### src/rtl/busca_pkg.sv
`default_nettype none
// ============================================================================
// Module      : busca_pkg
// Description : Shared types and constants for the instruction fetch block:
//               sequencer state encoding, default widths, instruction field
//               positions and the end-of-program opcode.
// Revision    : 1.0  initial release
// ============================================================================
package busca_pkg;

    localparam int PC_WIDTH_DEF    = 4;
    localparam int INSTR_WIDTH_DEF = 8;
    localparam int OP_WIDTH_DEF    = 3;

    // Instruction layout: [7:5] opcode, [4] reserved, [3:0] operand
    localparam int OP_MSB      = 7;
    localparam int OP_LSB      = 5;
    localparam int OPERAND_MSB = 3;

    localparam logic [2:0] OP_FIM = 3'b111;

    typedef enum logic [2:0] {
        IDLE      = 3'd0,
        FETCH     = 3'd1,
        EXEC      = 3'd2,
        HALT      = 3'd3,
        STEP_WAIT = 3'd4
    } state_t;

endpackage
`default_nettype wire

### src/rtl/busca_instrucao_contador_pc.sv
`default_nettype none
// ============================================================================
// Module      : contador_pc
// Description : WIDTH-bit program counter. Increments by one when inc is
//               high, wrapping modulo 2^WIDTH without any flag.
// Ports       : clk   - system clock, rising edge
//               rst_n - asynchronous active-low clear
//               inc   - increment enable
//               count - current counter value
// Revision    : 1.0  initial release
// ============================================================================
module contador_pc #(
    parameter int WIDTH = 4
) (
    input  logic             clk,
    input  logic             rst_n,
    input  logic             inc,
    output logic [WIDTH-1:0] count
);

    always_ff @(posedge clk or negedge rst_n) begin
        if (!rst_n) begin
            count <= '0;
        end else if (inc) begin
            count <= count + 1'b1;   // natural overflow gives the wrap
        end
    end

endmodule
`default_nettype wire

### src/rtl/busca_instrucao.sv
`default_nettype none
// ============================================================================
// Module      : busca_instrucao
// Description : Instruction fetch / sequencer. Holds the program counter and
//               the instruction fields, feeds op, operand and the latched
//               overflow flag to the central control, and stops when the
//               central control reports end of program. One instruction is
//               executed every two cycles (FETCH, EXEC).
// Ports       : clk, rst_n      - clock, asynchronous active-low reset
//               start           - begin execution from IDLE
//               step            - (BUSCA_SINGLE_STEP_EN only) release from
//                                 STEP_WAIT to the next fetch
//               imem_addr/data  - combinational instruction memory port
//               alu_ovf         - raw adder overflow, latched at EXEC
//               ended           - end of program from central control
//               op, operand     - instruction fields, qualify with ir_valid
//               ovf             - registered overflow flag
//               ir_valid        - high during EXEC
//               halted          - program finished
//               pc              - program counter (debug)
// Build macro : BUSCA_SINGLE_STEP_EN adds the step input and STEP_WAIT state
// Revision    : 1.0  initial release
// ============================================================================
module busca_instrucao
    import busca_pkg::*;
#(
    parameter int PC_WIDTH    = PC_WIDTH_DEF,
    parameter int INSTR_WIDTH = INSTR_WIDTH_DEF,
    parameter int OP_WIDTH    = OP_WIDTH_DEF
) (
    input  logic                   clk,
    input  logic                   rst_n,
    input  logic                   start,
`ifdef BUSCA_SINGLE_STEP_EN
    input  logic                   step,
`endif
    output logic [PC_WIDTH-1:0]    imem_addr,
    input  logic [INSTR_WIDTH-1:0] imem_data,
    input  logic                   alu_ovf,
    input  logic                   ended,
    output logic [OP_WIDTH-1:0]    op,
    output logic                   ovf,
    output logic [3:0]             operand,
    output logic                   ir_valid,
    output logic                   halted,
    output logic [PC_WIDTH-1:0]    pc
);

    state_t state;
    logic   pc_inc;
    logic   unused_reserved_bit;

    // Bit 4 of the instruction is reserved; it is never stored.
    assign unused_reserved_bit = imem_data[4];

    // The counter advances only on the EXEC edge of a non-terminating
    // instruction, so a halted program keeps pointing at its last opcode.
    assign pc_inc    = (state == EXEC) && !ended;
    assign imem_addr = pc;

    contador_pc #(
        .WIDTH (PC_WIDTH)
    ) u_contador_pc (
        .clk   (clk),
        .rst_n (rst_n),
        .inc   (pc_inc),
        .count (pc)
    );

    // Sequencer with registered outputs: ir_valid/halted are set on the
    // edge that enters EXEC/HALT so they line up with the state itself.
    always_ff @(posedge clk or negedge rst_n) begin
        if (!rst_n) begin
            state    <= IDLE;
            op       <= '0;
            operand  <= '0;
            ovf      <= 1'b0;
            ir_valid <= 1'b0;
            halted   <= 1'b0;
        end else begin
            case (state)
                IDLE: begin
                    if (start) begin
                        state <= FETCH;
                    end
                end

                FETCH: begin
                    op       <= imem_data[OP_MSB:OP_LSB];
                    operand  <= imem_data[OPERAND_MSB:0];
                    ir_valid <= 1'b1;
                    state    <= EXEC;
                end

                EXEC: begin
                    ovf      <= alu_ovf;   // overwritten every instruction
                    ir_valid <= 1'b0;
                    if (ended) begin
                        halted <= 1'b1;
                        state  <= HALT;
                    end else begin
`ifdef BUSCA_SINGLE_STEP_EN
                        state <= STEP_WAIT;
`else
                        state <= FETCH;
`endif
                    end
                end

                HALT: begin
                    state <= HALT;
                end

`ifdef BUSCA_SINGLE_STEP_EN
                STEP_WAIT: begin
                    if (step) begin
                        state <= FETCH;
                    end
                end
`endif

                default: begin
                    state    <= IDLE;
                    ir_valid <= 1'b0;
                end
            endcase
        end
    end

endmodule
`default_nettype wire

### config.mk
export PLATFORM = sky130hd
export DESIGN_NAME = busca_instrucao
export DESIGN_NICKNAME = d
export VERILOG_FILES = /design/src/rtl/busca_pkg.sv /design/src/rtl/busca_instrucao_contador_pc.sv /design/src/rtl/busca_instrucao.sv
export SDC_FILE = /design/constraint.sdc
export NUM_CORES = 1
export LEC_CHECK = 0
export CORE_MARGIN = 5
export CORE_UTILIZATION = 38
export CTS_BUF_LIST = sky130_fd_sc_hd__clkbuf_4
export CTS_CLUSTER_DIAMETER = 40
export DETAILED_ROUTE_END_ITERATION = 8
export HOLD_SLACK_MARGIN = 0.03
export PLACE_DENSITY_LB_ADDON = 0.2
export SETUP_SLACK_MARGIN = 0.05
export SLEW_MARGIN = 20
export SYNTH_ARGS = -nofsm -noshare
export SYNTH_HDL_FRONTEND = slang
export SYNTH_SLANG_ARGS = --single-unit
### constraint.sdc
create_clock -name clk -period 1.4 [get_ports clk]
set_input_delay 0.21 -clock clk [delete_from_list [all_inputs] [get_ports clk]]
set_output_delay 0.21 -clock clk [all_outputs]
set_load 0.1 [all_outputs]
# After elaboration in Yosys (flattened, before gate mapping)
# Cells that the tools add are included.
# word_totals
regBits	17
output_inout_bits	18
inputBits	13
# op_classes
muxes	4
n_reduce_logical	5
n_addsub	1
eq_ne	4
# ops
operator	n
one-hot mux 3 bit (4 select lines)	1
== test 3 x 2 -> 1 bit (second input constant)	2
adder 4 x 1 -> 4 bit (second input constant)	1
== test 3 x 1 -> 1 bit (second input constant)	1
zero test 3 bit	1
2-to-1 mux 3 bit	1
2-to-1 mux 2 bit	1
!= test 2 bit (second input constant)	1
one-hot mux 1 bit (2 select lines)	1
AND reduction 2 bit	1
OR reduction 2 bit	1
logical AND 1 bit	1
zero test 1 bit	1

# Longest topological paths before layout
# Gate-level depths: netlist of run 1.
# depth
depth_word	3
depth_mapped	5
ltp_nobuf	5

# Modules after synthesis
# Synthesis of run 1 repeated with hierarchy kept, for this count alone.
# unflattened
hier_cells	49
area_unflattened_um2	739.5
# modules_own_cells
module	instances	cells_per_inst	seq_area_each_um2	area_per_inst_um2
busca_instrucao	1	38	300.3	579.3
contador_pc	1	11	100.1	160.2

# Least setup slack after synthesis of run 1
# Ideal clock, no wire load.
# synth_timing
kind	register to register
start	register u_contador_pc.count[0]
end	register u_contador_pc.count[1]
path_buffers	0
slack_ns	-0.296
path_stages_with_launch	3
required_ns	1.274
t_arrival_ns	1.571
cell_sequence	dfrtp_1 -> ha_1 -> mux2_2
# synth_between
elab_chain_cells	1
# synth_lines
element	line	text
from (decl)	busca_instrucao_contador_pc.sv:18	output logic [WIDTH-1:0] count
from (signal assigned)	busca_instrucao_contador_pc.sv:25	count <= count + 1'b1;
adder 4 x 1 -> 4 bit	busca_instrucao_contador_pc.sv:25	
# No other way between the ends.
# A chain may end at the register's enable or synchronous reset.

# Final worst setup path of run 1
# layout_timing
start	register state[0]
end	register u_contador_pc.count[1]
# layout_between
elab_chain_cells	2
# layout_lines
element	line	text
from (decl)	busca_instrucao.sv:49	state_t state;
from (signal assigned)	busca_instrucao.sv:74	state <= IDLE;
from (signal assigned)	busca_instrucao.sv:84	state <= FETCH;
from (signal assigned)	busca_instrucao.sv:92	state <= EXEC;
== test 3 x 2 -> 1 bit	busca_instrucao.sv:58	assign pc_inc = (state == EXEC) && !ended;
logical AND 1 bit	busca_instrucao.sv:58	
# No other way between the ends.

==> run_results.csv, run 1 <==
group,metric,value,unit
place,place.gp.congestion,0.6312,
setup_path,cp-end-kind,"register",
synthesis,synth_top_family_by_area,"multiplexers",
floorplanning,rows,15,
synthesis,synth_top_area_share,0.5654,
routing,drt-total-wl,1467,um
sta,fin_crit,1.305,ns
synthesis,synth_mux_area_frac,0.1590,
sta,slew_headroom,0.8385,
sta,hold_violations,0,
grt,grt_busiest_layer,"met2",
outcome,status,"complete, no violations",
floorplanning,dieArea,2827,um^2
grt,grt_util_met1,0.1323,
setup_path,rr_worst_depth,4,
sta,clock_skew,0.0007722,ns
synthesis,ys_warn_count,0,
synthesis,synth_area_leaders,"dfrtp_1 (57%), mux2_2 (16%), ha_1 (8.8%), buf_4 (4.2%), xnor2_1 (2.5%)",
final_layout,final_layout_size_suffix_gt1_frac,0.5366,
final_layout,nets,102,
final_layout,diodes,0,
sta,slew_viol_final,0,
setup_path,r2r_slack,0.09,ns
synthesis,synth_compound_area_frac,0.03710,
synthesis,synthesis.nets,69,
grt,grt_usage,0.1266,
hold_path,min_path_type,"input pin to async pin",
floorplanning,start_util,0.4057,
final_layout,layout_commonest_cell,"buf_12",
synthesis,syn_inst,51,
clock_tree,clk_pin_slew,0.09,ns
floorplanning,die_width,53.17,um
routing,drt_iter0_drc,0,
setup_path,crit_required,1.58,ns
sta,tightestPinTransition,0.2423,ns
synthesis,synth_adder_area_share,0.08834,
clock_tree,cts_made_buffers,3,
grt,use_met2,0.1963,
clock_tree,cts_htree_levels,1,
setup_path,worstPathArrival,1.49,ns
grt,grt_pass1_vias,504,
place,io_buffers,29,
setup_path,cp_max_fo,4,
grt,overflow,0,
routing,vias_per_cell,4.561,
synthesis,ys_seq_elements,16,
sta,setup_viol,0,
grt,grt_max_degree,17,
synthesis,synth_cell_type_count,16,
flow_run,maxCapViolations,0,
synthesis,yosysSeqAreaShare,0.5654,
routing,wl_per_cell,13.71,um
setup_path,r2r_end,"u_contador_pc.count[1]",
sta,rsz0062_at_grt,"true",
routing,drtAntennaViolNets,0,
clock_tree,clk_latency,0.29,ns
routing,drt_pass1_iterations,1,
clock_tree,cts.path.max_buffers,2,
synthesis,synth.avg_cell_area,13.89,um^2
synthesis,synth_simple_gate_area_frac,0.05300,
setup_path,crit_path_start_kind,"register",
synthesis,mappedNetlistArea,708.2,um^2
routing,vias,488,
clock_tree,cts_root_buffer,"clkbuf_4",
setup_path,r2r_start,"state[0]",
clock_tree,tritoncts,"done",
grt,antenna_found_initial,0,
floorplanning,die_h,53.17,um
synthesis,synth_xor_area_frac,0.03710,
sta,final.period_utilization,0.9324,
final_layout,area_growth,75.09,%
grt,grt_pass1_wl,2352,um
sta,finalSetupTns,0,ns
final_layout,final_cell_mix,"buf_12 (18), dfrtp_1 (12), clkdlybuf4s50_1 (11)",
setup_path,criticalPathCategory,"register to register",
grt,use_met3,0.06197,
synthesis,synth_top_area_cell,"dfrtp_1",
final_layout,finish.utilization,0.7104,
routing,drcViolationCount,0,
floorplanning,ios,31,
clock_tree,cts.sinks,16,
sta,fmax,766.1,MHz
floorplanning,core_area,1745,um^2
==> repair_timing <==
action	in CTS	in global routing
resized for setup	1	2
setup buffers	0	1
hold buffers	0	0
endpoints found under the setup margin	7	3
==> cells in the mapped netlist (all sizes together) <==
cell    number
nand2        1
dfrtp       16
a21o         1
ha           5
xor2         1
a211oi       1
nor2         2
buf          5
a21oi        2
nor2b        1
xnor2        2
nand4        1
mux2        10
inv          2
nand2b       1
==> per-layer routing <==
metal / vias to the layer above / routed length [um]
met5: - / 0
met4: 0 / 49
met3: 5 / 109
met2: 14 / 778
met1: 240 / 530
li1: 229 / -
==> cells by family (layout without fill, tap and decap cells) <==
logic type                 Yosys count  count (layout)
DFF                                 16              16
and+or+nand+nor                      6               6
muxes                               10              10
AOI/OAI and AO/OA                    4               4
adders and majority gates            5               5
buffers and inverters                7              38
xor gates and xnor gates             3               3
==> cell type report <==
| cell class | instances | area, um^2 |
|---|---|---|
| clock buffer | 3 | 22.52 |
| fill | 130 | 505.5 |
| inverter | 2 | 7.507 |
| multi-input combinational | 28 | 272.8 |
| sequential | 16 | 405.4 |
| tap | 25 | 31.28 |
| timing repair buffer | 33 | 500.5 |
==> critical path, stage by stage (launching register included) <==
cell and delay [ns]:
dfrtp_1 0.43, inv_2 0.07, ha_1 0.16, nor2b_4 0.19
mux2_2 0.34
==> registers in the layout, indices dropped and copies added, names as in the netlist <==
register and flops:
operand 4, ir_valid 1, ovf 1, op 3, u_contador_pc.count 4, state 2
halted 1
==> worst max-delay path by stage <==
stage | slack, ns | endpoint | cells after the start | start
global route | 0.04 | u_contador_pc.count[1] | 4 | state[0]
CTS | 0.07 | u_contador_pc.count[1] | 4 | state[0]
finish | 0.09 | u_contador_pc.count[1] | 4 | state[0]
detailed placement | 0.03 | op[0] | 3 | state[1]
floorplan | 0.02 | u_contador_pc.count[1] | 2 | u_contador_pc.count[0]
global placement | 0.04 | op[2] | 3 | state[1]
==> metrics by stage <==
step	hold slack (ns)	setup WS, ns	std cells	instance area, um^2
floorplan	-0.08559	0.02026	51	713.2
global placement	0.5163	0.04182	103	1202
detailed placement	0.5180	0.02527	103	1202
CTS	0.2210	0.06672	106	1227
global route	0.2310	0.03853	107	1240
finish	0.2227	0.09467	107	1240
Power of run 1 is not shown: default switching activity piles up to over one toggle a cycle in this logic, so the estimate is an artifact.
==> run 2: changes to the inputs <==
--- a/config.mk
+++ b/config.mk
@@ -13,6 +13,7 @@
 export HOLD_SLACK_MARGIN = 0.03
 export PLACE_DENSITY_LB_ADDON = 0.2
 export SETUP_SLACK_MARGIN = 0.05
+export SKIP_LAST_GASP = 1
 export SLEW_MARGIN = 20
 export SYNTH_ARGS = -nofsm -noshare
 export SYNTH_HDL_FRONTEND = slang
==> results of run 2 <==
No change in the layout: final DEF, timing and power equal those of run 1.
Power of run 2 is left out for the same reason.
